==> config.mk <==
export PLATFORM = sky130hd
export DESIGN_NAME = cla_serial_add_ctrl_flat
export DESIGN_NICKNAME = d
export VERILOG_FILES = /design/src/rtl/cla_serial_add_ctrl_if.sv /design/src/rtl/cla_serial_add_ctrl.sv /design/src/flat_wrapper.sv
export SDC_FILE = /design/constraint.sdc
export NUM_CORES = 1
export LEC_CHECK = 0
export CAP_MARGIN = 5
export CORE_AREA = 2 2 89 82
export DETAILED_ROUTE_END_ITERATION = 16
export DIE_AREA = 0 0 91 84
export PLACE_DENSITY = 0.68
export SLEW_MARGIN = 20
export SYNTH_ARGS = -nofsm -noshare
export SYNTH_HDL_FRONTEND = slang
export SYNTH_SLANG_ARGS = --single-unit
==> constraint.sdc <==
create_clock -name clk -period 2.6 [get_ports clk]
set_input_delay 0.52 -clock clk [delete_from_list [all_inputs] [get_ports clk]]
set_output_delay 0.52 -clock clk [all_outputs]
set_load 0.03 [all_outputs]
==> src/rtl/cla_serial_add_ctrl_if.sv <==
// Handshake, operand/result and 4-bit slice bus between the ALU control,
// the serial add sequencer and the shared cla_adder_4bit instance.
interface cla_serial_add_ctrl_if #(
  parameter int WIDTH = 16
);
  logic             start;
  logic             sub;
  logic [WIDTH-1:0] a;
  logic [WIDTH-1:0] b;
  logic             busy;
  logic             done;
  logic [WIDTH-1:0] result;
  logic             carry_out;
  logic             overflow;
  logic             zero;
  logic [3:0]       add_a;
  logic [3:0]       add_b;
  logic             add_c0;
  logic [3:0]       add_s;
  logic             add_c4;

  // Sequencer side
  modport slave (
    input  start, sub, a, b, add_s, add_c4,
    output busy, done, result, carry_out, overflow, zero,
           add_a, add_b, add_c0
  );

  // ALU control / slice side
  modport master (
    output start, sub, a, b, add_s, add_c4,
    input  busy, done, result, carry_out, overflow, zero,
           add_a, add_b, add_c0
  );
endinterface

==> src/rtl/cla_serial_add_ctrl.sv <==
// WIDTH-bit add/subtract performed one nibble per clock, LSB first, through a
// single external combinational 4-bit CLA slice.
module cla_serial_add_ctrl #(
  parameter int WIDTH = 16
) (
  input  logic                 clk,
  input  logic                 rst,
  cla_serial_add_ctrl_if.slave bus
);
  localparam int N     = WIDTH / 4;
  localparam int IDX_W = (N > 1) ? $clog2(N) : 1;
  localparam logic [IDX_W-1:0] LAST_IDX = IDX_W'(N - 1);

  typedef enum logic [1:0] {IDLE, RUN, DONE} state_t;

  state_t           state_q, state_nxt;
  logic [IDX_W-1:0] idx_q;
  logic [WIDTH-1:0] a_reg, b_reg;
  logic [WIDTH-1:0] result_q, result_nxt;
  logic             carry_reg;
  logic             carry_out_q, overflow_q, zero_q;
  logic             last_nib;
  logic             busy_c, done_c;
  logic [3:0]       add_a_c, add_b_c;
  logic             add_c0_c;

  assign last_nib = (idx_q == LAST_IDX);

  // State register
  always_ff @(posedge clk) begin
    if (rst) state_q <= IDLE;
    else     state_q <= state_nxt;
  end

  // Next-state logic
  always_comb begin
    state_nxt = state_q;
    unique case (state_q)
      IDLE:    if (bus.start) state_nxt = RUN;
      RUN:     if (last_nib)  state_nxt = DONE;
      DONE:    state_nxt = IDLE;
      default: state_nxt = IDLE;
    endcase
  end

  // Output logic: slice is driven only while nibbles are in flight
  always_comb begin
    busy_c   = 1'b0;
    done_c   = 1'b0;
    add_a_c  = '0;
    add_b_c  = '0;
    add_c0_c = 1'b0;
    unique case (state_q)
      RUN: begin
        busy_c   = 1'b1;
        add_a_c  = a_reg[4*idx_q +: 4];
        add_b_c  = b_reg[4*idx_q +: 4];
        add_c0_c = carry_reg;
      end
      DONE:    done_c = 1'b1;
      default: ;
    endcase
  end

  // Result with the current slice sum merged in; flags are taken from this
  // on the final nibble so they are valid in the same cycle as done.
  always_comb begin
    result_nxt                = result_q;
    result_nxt[4*idx_q +: 4]  = bus.add_s;
  end

  // Operand latch, nibble capture and flag registers
  always_ff @(posedge clk) begin
    if (rst) begin
      a_reg       <= '0;
      b_reg       <= '0;
      result_q    <= '0;
      carry_reg   <= 1'b0;
      idx_q       <= '0;
      carry_out_q <= 1'b0;
      overflow_q  <= 1'b0;
      zero_q      <= 1'b0;
    end else begin
      unique case (state_q)
        IDLE: begin
          if (bus.start) begin
            a_reg       <= bus.a;
            b_reg       <= bus.sub ? ~bus.b : bus.b;
            carry_reg   <= bus.sub;
            idx_q       <= '0;
            result_q    <= '0;
            carry_out_q <= 1'b0;
            overflow_q  <= 1'b0;
            zero_q      <= 1'b0;
          end
        end
        RUN: begin
          result_q  <= result_nxt;
          carry_reg <= bus.add_c4;
          if (last_nib) begin
            idx_q       <= '0;
            carry_out_q <= bus.add_c4;
            overflow_q  <= (a_reg[WIDTH-1] == b_reg[WIDTH-1]) &&
                           (result_nxt[WIDTH-1] != a_reg[WIDTH-1]);
            zero_q      <= (result_nxt == '0);
          end else begin
            idx_q <= idx_q + 1'b1;
          end
        end
        default: ;
      endcase
    end
  end

  assign bus.busy      = busy_c;
  assign bus.done      = done_c;
  assign bus.result    = result_q;
  assign bus.carry_out = carry_out_q;
  assign bus.overflow  = overflow_q;
  assign bus.zero      = zero_q;
  assign bus.add_a     = add_a_c;
  assign bus.add_b     = add_b_c;
  assign bus.add_c0    = add_c0_c;
endmodule

==> src/flat_wrapper.sv <==
// flat-port wrapper written by rule: the top's interface ports become plain ports
module cla_serial_add_ctrl_flat 
#(
  parameter int WIDTH = 16
)
  (clk, rst, bus_start, bus_sub, bus_a, bus_b, bus_add_s, bus_add_c4, bus_busy, bus_done, bus_result, bus_carry_out, bus_overflow, bus_zero, bus_add_a, bus_add_b, bus_add_c0);
  cla_serial_add_ctrl_if #(.WIDTH(WIDTH)) bus_i ();
  input  logic clk;
  input  logic rst;
  input wire logic [$bits(bus_i.start)-1:0] bus_start;
  input wire logic [$bits(bus_i.sub)-1:0] bus_sub;
  input wire logic [$bits(bus_i.a)-1:0] bus_a;
  input wire logic [$bits(bus_i.b)-1:0] bus_b;
  input wire logic [$bits(bus_i.add_s)-1:0] bus_add_s;
  input wire logic [$bits(bus_i.add_c4)-1:0] bus_add_c4;
  output wire logic [$bits(bus_i.busy)-1:0] bus_busy;
  output wire logic [$bits(bus_i.done)-1:0] bus_done;
  output wire logic [$bits(bus_i.result)-1:0] bus_result;
  output wire logic [$bits(bus_i.carry_out)-1:0] bus_carry_out;
  output wire logic [$bits(bus_i.overflow)-1:0] bus_overflow;
  output wire logic [$bits(bus_i.zero)-1:0] bus_zero;
  output wire logic [$bits(bus_i.add_a)-1:0] bus_add_a;
  output wire logic [$bits(bus_i.add_b)-1:0] bus_add_b;
  output wire logic [$bits(bus_i.add_c0)-1:0] bus_add_c0;
  assign bus_i.start = bus_start;
  assign bus_i.sub = bus_sub;
  assign bus_i.a = bus_a;
  assign bus_i.b = bus_b;
  assign bus_i.add_s = bus_add_s;
  assign bus_i.add_c4 = bus_add_c4;
  assign bus_busy = bus_i.busy;
  assign bus_done = bus_i.done;
  assign bus_result = bus_i.result;
  assign bus_carry_out = bus_i.carry_out;
  assign bus_overflow = bus_i.overflow;
  assign bus_zero = bus_i.zero;
  assign bus_add_a = bus_i.add_a;
  assign bus_add_b = bus_i.add_b;
  assign bus_add_c0 = bus_i.add_c0;
  cla_serial_add_ctrl #(.WIDTH(WIDTH)) u_core (.clk(clk), .rst(rst), .bus(bus_i));
endmodule
==> results of run 1 <==
## worst paths after layout
| kind | from | to | depth (start not counted) | slack (ps) |
|---|---|---|---|---|
| worst min register to register | u_core.a_reg[3] | u_core.a_reg[3] | 2 | 460 |
| worst max register to register | u_core.idx_q[0] | u_core.bus.zero | 6 | 480 |
| worst min-delay path | rst | u_core.state_q[1] | 2 | 420 |
| worst max-delay path | u_core.state_q[1] | bus_add_c0 | 4 | 140 |
## metal layers
layer,vias to the layer above,wire [um],track usage
met5,-,0,0
met2,59,2848,0.2633
met4,0,17,0.03168
met1,1070,2915,0.2251
li1,1171,-,-
met3,2,401,0.04968
## power groups by stage
| stage | combinational, mW | sequential [mW] | clock (mW) |
|---|---|---|---|
| after floorplan | 0.213 | 0.948 | 0 |
| after global placement | 0.354 | 0.949 | 0 |
| after detailed placement | 0.357 | 0.950 | 0 |
| after CTS | 0.354 | 0.930 | 0.621 |
| after global routing | 0.389 | 0.937 | 0.660 |
| final | 0.352 | 0.930 | 0.607 |
## worst reg2reg max path: stages (launching register included)
cell and delay (ps):
dfxtp_2 400, inv_1 110, ha_1 310, and4bb_1 200, mux2_4 280, or4_1 520, o31ai_1 220
## kinds of logic after synthesis
group                      count (synthesis)
buffers and inverters                     26
adders and majority gates                  6
xor gates and xnor gates                  16
and+or+nand+nor                          111
muxes                                     11
DFF                                       56
AOI/OAI and AO/OA                         70
## placed cells by master, fill, tap and decap left out, types with 2 or more instances in the layout
| cell type | netlist | layout |
|---|---|---|
| dfxtp_1 | 56 | 55 |
| nor2b_1 | 2 | 2 |
| o31ai_1 | 2 | 2 |
| o21ai_0 | 2 | 2 |
| buf_4 | 1 | 11 |
| a22oi_1 | 17 | 17 |
| clkdlybuf4s50_1 | 0 | 61 |
| nand3_1 | 6 | 6 |
| nor3_1 | 2 | 2 |
| o22ai_1 | 2 | 2 |
| ha_1 | 6 | 6 |
| a21oi_1 | 27 | 27 |
| nor3b_1 | 2 | 2 |
| nor2_1 | 40 | 40 |
| and2_1 | 10 | 9 |
| clkbuf_8 | 0 | 7 |
| nor4_1 | 3 | 3 |
| dlygate4sd2_1 | 0 | 8 |
| a211oi_1 | 16 | 16 |
| nand2b_1 | 2 | 2 |
| nand2_1 | 38 | 38 |
| inv_1 | 4 | 4 |
| mux4_2 | 8 | 8 |
| xnor2_1 | 16 | 16 |
## cell type report
class                   instances  area [sq um]
flip-flops and latches         56          1122
fillers                       668          3266
multi-input cells             214          1388
clock inverters                 1         30.03
repair buffers                 82         788.3
well taps                      93         116.4
inverters                       4         15.01
clock buffers                   7         96.34
## what timing repair did
item	4_1_cts	5_1_grt
endpoints found under the hold margin	0	0
resized for setup	8	1
setup endpoints to repair	8	4
buffers inserted	0	0
==> qor.txt, run 1 <==
outcome - finished clean
clock root buffer master - clkbuf_8
fin crit period - 2462 ps
Sw Share - 0.2507
Core Area - 6822 sq um
Synth Area in Compound Gates - 0.1725
Post-Syn Instances - 296
Place WS - 191.4 ps
CTS max path bufs - 2
setup TNS - 0 ps
die area - 7644 sq um
Layout Skew - 6.032 ps
Max Slew Vio Count - 0
placed insts - 449
max_slew headroom - 0.5390
most common cell in the netlist - dfxtp_1
FP Rows - 29
clock-pin transition on the worst setup and hold timing paths - 90 ps
Post-Synth XOR/XNOR Area - 0.05351
via count - 2,302
Area Overhead vs Synth - 35.79%
CTS Hold Bufs - 0
# clock sinks - 56
WS Path Type - flop to primary output
gr ovfl total - 0
Final period util - 0.9468
worst-path maximum fanout - 13
Buffers on Ports - 70
unrepaired setup endpoints after global routing - false
via/cell ratio - 5.037
f_max - 0.4062 GHz
Synth area leaders - dfxtp_1 (43%), mux4_2 (6.9%), nor2_1 (5.7%), nand2_1 (5.4%), xnor2_1 (5.4%)
CTS tree - yes
First DRT Iteration DRCs - 112
distinct cell type count after synthesis - 37
Placed Area - 3438 sq um
Worst-Skew Late Latency - 310 ps
Crit path max-delay family - buffers and inverters
final WL - 6183 um
simple-gate portion of the synthesized area - 0.1921
DRC - 0
final instance area - 3556 sq um
post-synthesis mux area share - 0.08266
Clock power frac - 0.321
Pwr Density - 531.4 nW/um^2
Lkg Pwr - 1.309 nW
Final setup viols - 0
Max-Cap Viols - 0
Worst EP arrival - 1940 ps
Inserted Clock Buffers - 5
post-layout util - 0.5213
main combinational cell family by area after synthesis - simple AND/OR/NAND/NOR gates
part of the power in registers - 0.492
VDD IR-drop max - 0.2264 mV
EDFF count, synth - 0
area leader, netlist - dfxtp_1
CP endpoint kind - primary output
first-pass iteration count of the detailed router - 4
I/O pins - 71
Total Power - 1.890 mW
Mapped Area - 2619 sq um
CP Buf/Inv Count - 2
Final Hold Vio Count - 0
Pint - 1.416 mW
Synth Area in Adders - 0.02867
Warnings, synthesis - 0
Hold/Removal Path Class - primary input to flop
hold_ws - 415.1 ps
worst stage delay on the critical path - 660 ps
Final Instance Count excl. Fillers - 457
vias in the first global route - 2,189
Die Span X - 91 um
first-pass GRT wire length - 10,380 um
Mean Syn Cell Area - 8.847 sq um
Starting Density - 0.3839
Worst setup SP type - flop
largest net degree at the start of global routing - 56
final net count - 410
gr usage total - 0.1658
hpwl dp - 4509 um
initial antenna violation count - 0
Synth top cells by count - dfxtp_1 (56), nor2_1 (40), nand2_1 (38)
combinational share of power - 0.186
Synth top area share - 0.4281
syn_nets - 343
net switching power - 473.7 uW
slowest CP cell - clkdlybuf4s50_1
worst setup margin - 138.4 ps
flops & latches, synth - 56
Slew @ Worst Pin - 689.8 ps
wire length per cell - 13.53 um
sequential share of the synthesized area - 0.4281
GPL Wtd Cong - 0.8264
crit path cell chain - nand2b_1 > inv_1 > and2_1 > clkdlybuf4s50_1
# diodes - 0
Worst EP required - 2080 ps
Die Ht - 84 um
Max H-tree Level - 2
layout cell share with drive strength beyond 1 - 0.09341
Most used DFF post-synth - dfxtp_1
async set-reset flop share out of synthesis - 0
Final ANT Viol Nets - 0
No activity file was read; power rests on OpenSTA's default activity.
==> inputs of run 2 (changes only) <==
--- a/config.mk
+++ b/config.mk
@@ -10,6 +10,7 @@
 export DETAILED_ROUTE_END_ITERATION = 16
 export DIE_AREA = 0 0 91 84
 export PLACE_DENSITY = 0.68
+export RECOVER_POWER = 100
 export SLEW_MARGIN = 20
 export SYNTH_ARGS = -nofsm -noshare
 export SYNTH_HDL_FRONTEND = slang
==> run 2 against run 1 <==
Compared with the run above: total power fell by 0.64%; clock-buffer cell count did not move; global-route usage did not move; clock skew fell by 1.8 ps; first-iteration DRC count rose by 7.1%; sequential power barely moved; clock power barely moved; cell count did not move; non-clock buffer count did not move; cell area fell by 0.81%; largest cell class unchanged; highest routed layer unchanged.
==> qor.txt, run 2 (synthesis gave the netlist of run 1 again) <==
outcome - finished clean
Place WS - 191.4 ps
register area - 1122 sq um
final net count - 410
Area Overhead vs Synth - 34.69%
CTS max path bufs - 2
FP Rows - 29
gr ovfl total - 0
Die Ht - 84 um
Final setup viols - 0
VDD IR-drop max - 0.2263 mV
clock-pin transition on the worst setup and hold timing paths - 90 ps
f_max - 0.4074 GHz
via count - 2,308
metal3 WL - 381 um
CP Buf/Inv Count - 2
Post-Route M1 WL - 2846 um
layout cell share with drive strength beyond 1 - 0.08516
Slew @ Worst Pin - 858.2 ps
CTS tree - yes
Layout Skew - 4.215 ps
Fillers - 673
Worst EP arrival - 1930 ps
Final Hold Vio Count - 0
CP endpoint kind - primary output
final instance area - 3527 sq um
setup TNS - 0 ps
crit path cell chain - nand2b_1 > inv_1 > and2_1 > clkdlybuf4s50_1
first-pass iteration count of the detailed router - 5
Worst setup SP type - flop
worst-path maximum fanout - 13
gr usage total - 0.1658
Final period util - 0.9441
worst setup margin - 145.4 ps
Inserted Clock Buffers - 5
Core Area - 6822 sq um
Lkg Pwr - 1.366 nW
I/O pins - 71
initial antenna violation count - 0
Max H-tree Level - 2
First DRT Iteration DRCs - 120
max_slew headroom - 0.4279
postcts setup bufs - 0
first-pass GRT wire length - 10,380 um
Met2 Wirelength - 2928 um
worst stage delay on the critical path - 660 ps
Final ANT Viol Nets - 0
top sig layer - met4
Crit path max-delay family - buffers and inverters
Max Slew Vio Count - 0
commonest non-fill, non-tap cell in the layout - dfxtp_1
commonest non-fill, non-tap cells in the layout - dfxtp_1 (55), nor2_1 (40), clkdlybuf4s50_1 (39), nand2_1 (38), a21oi_1 (27)
DRC - 0
Hold/Removal Path Class - primary input to flop
via/cell ratio - 5.050
GPL Wtd Cong - 0.8264
slowest CP cell - clkdlybuf4s50_1
multi-input combinational cell area - 1384 sq um
# diodes - 0
wire length per cell - 13.51 um
WS Path Type - flop to primary output
largest net degree at the start of global routing - 56
fin crit period - 2455 ps
Die Span X - 91 um
die area - 7644 sq um
Buffers on Ports - 70
hpwl dp - 4509 um
Worst EP required - 2080 ps
CTS Hold Bufs - 0
hold_ws - 417.2 ps
clock root buffer master - clkbuf_8
Starting Density - 0.3839
Max-Cap Viols - 0
Pwr Density - 532.3 nW/um^2
final WL - 6174 um
Placed Area - 3438 sq um
Worst-Skew Late Latency - 300 ps
# clock sinks - 56
vias in the first global route - 2,189
unrepaired setup endpoints after global routing - false
==> run 2: worst register-to-register path, delay by kind of cell (launching register included) <==
family | cells | cell delay [ps]
compound gates | 1 | 230
fa+ha+maj | 1 | 300
flops | 1 | 400
buf+inv | 1 | 110
mux | 1 | 350
simple gates | 2 | 730
==> run 2: worst paths after layout <==
kind,startpoint,to,slack [ps],cells past startpoint
worst max-delay path,u_core.state_q[1],bus_add_c0,150,4
worst min-delay path,rst,u_core.state_q[1],420,2
worst max register to register,u_core.idx_q[0],u_core.bus.zero,410,6
worst min register to register,u_core.a_reg[3],u_core.a_reg[3],460,2
==> run 2: power breakdown <==
part | internal, mW | total (mW) | switching (mW)
registers | 0.904 | 0.930 | 0.0263
logic | 0.164 | 0.342 | 0.179
clock network | 0.340 | 0.605 | 0.265
total | 1.41 | 1.88 | 0.470
==> run 2: stage by stage <==
stage               total power [mW]  std cells    util
floorplan                      1.161        296       -
global placement               1.303        449  0.5040
detailed placement             1.307        449  0.5040
CTS                            1.905        457  0.5211
global route                   1.976        457  0.5171
finish                         1.878        457  0.5171
==> run 2: cell type report <==
| class | instances | area share |
|---|---|---|
| Clock buffer | 7 | 0.02731 |
| Multi-Input combinational cell | 214 | 0.3923 |
| Sequential cell | 56 | 0.3182 |
| Clock inverter | 1 | 0.008514 |
| Timing Repair Buffer | 82 | 0.2164 |
| Tap cell | 93 | 0.03299 |
| Inverter | 4 | 0.004257 |
==> run 2: repair_timing <==
action,CTS,global route
pin swaps,0,0
resized for setup,8,1
setup endpoints to repair,8,4
==> run 2: layer usage <==
metal | GRT usage | vias to the layer above
li1 | - | 1169
met1 | 0.2251 | 1068
met2 | 0.2633 | 69
met3 | 0.04968 | 2
met4 | 0.03168 | 0
met5 | 0 | -
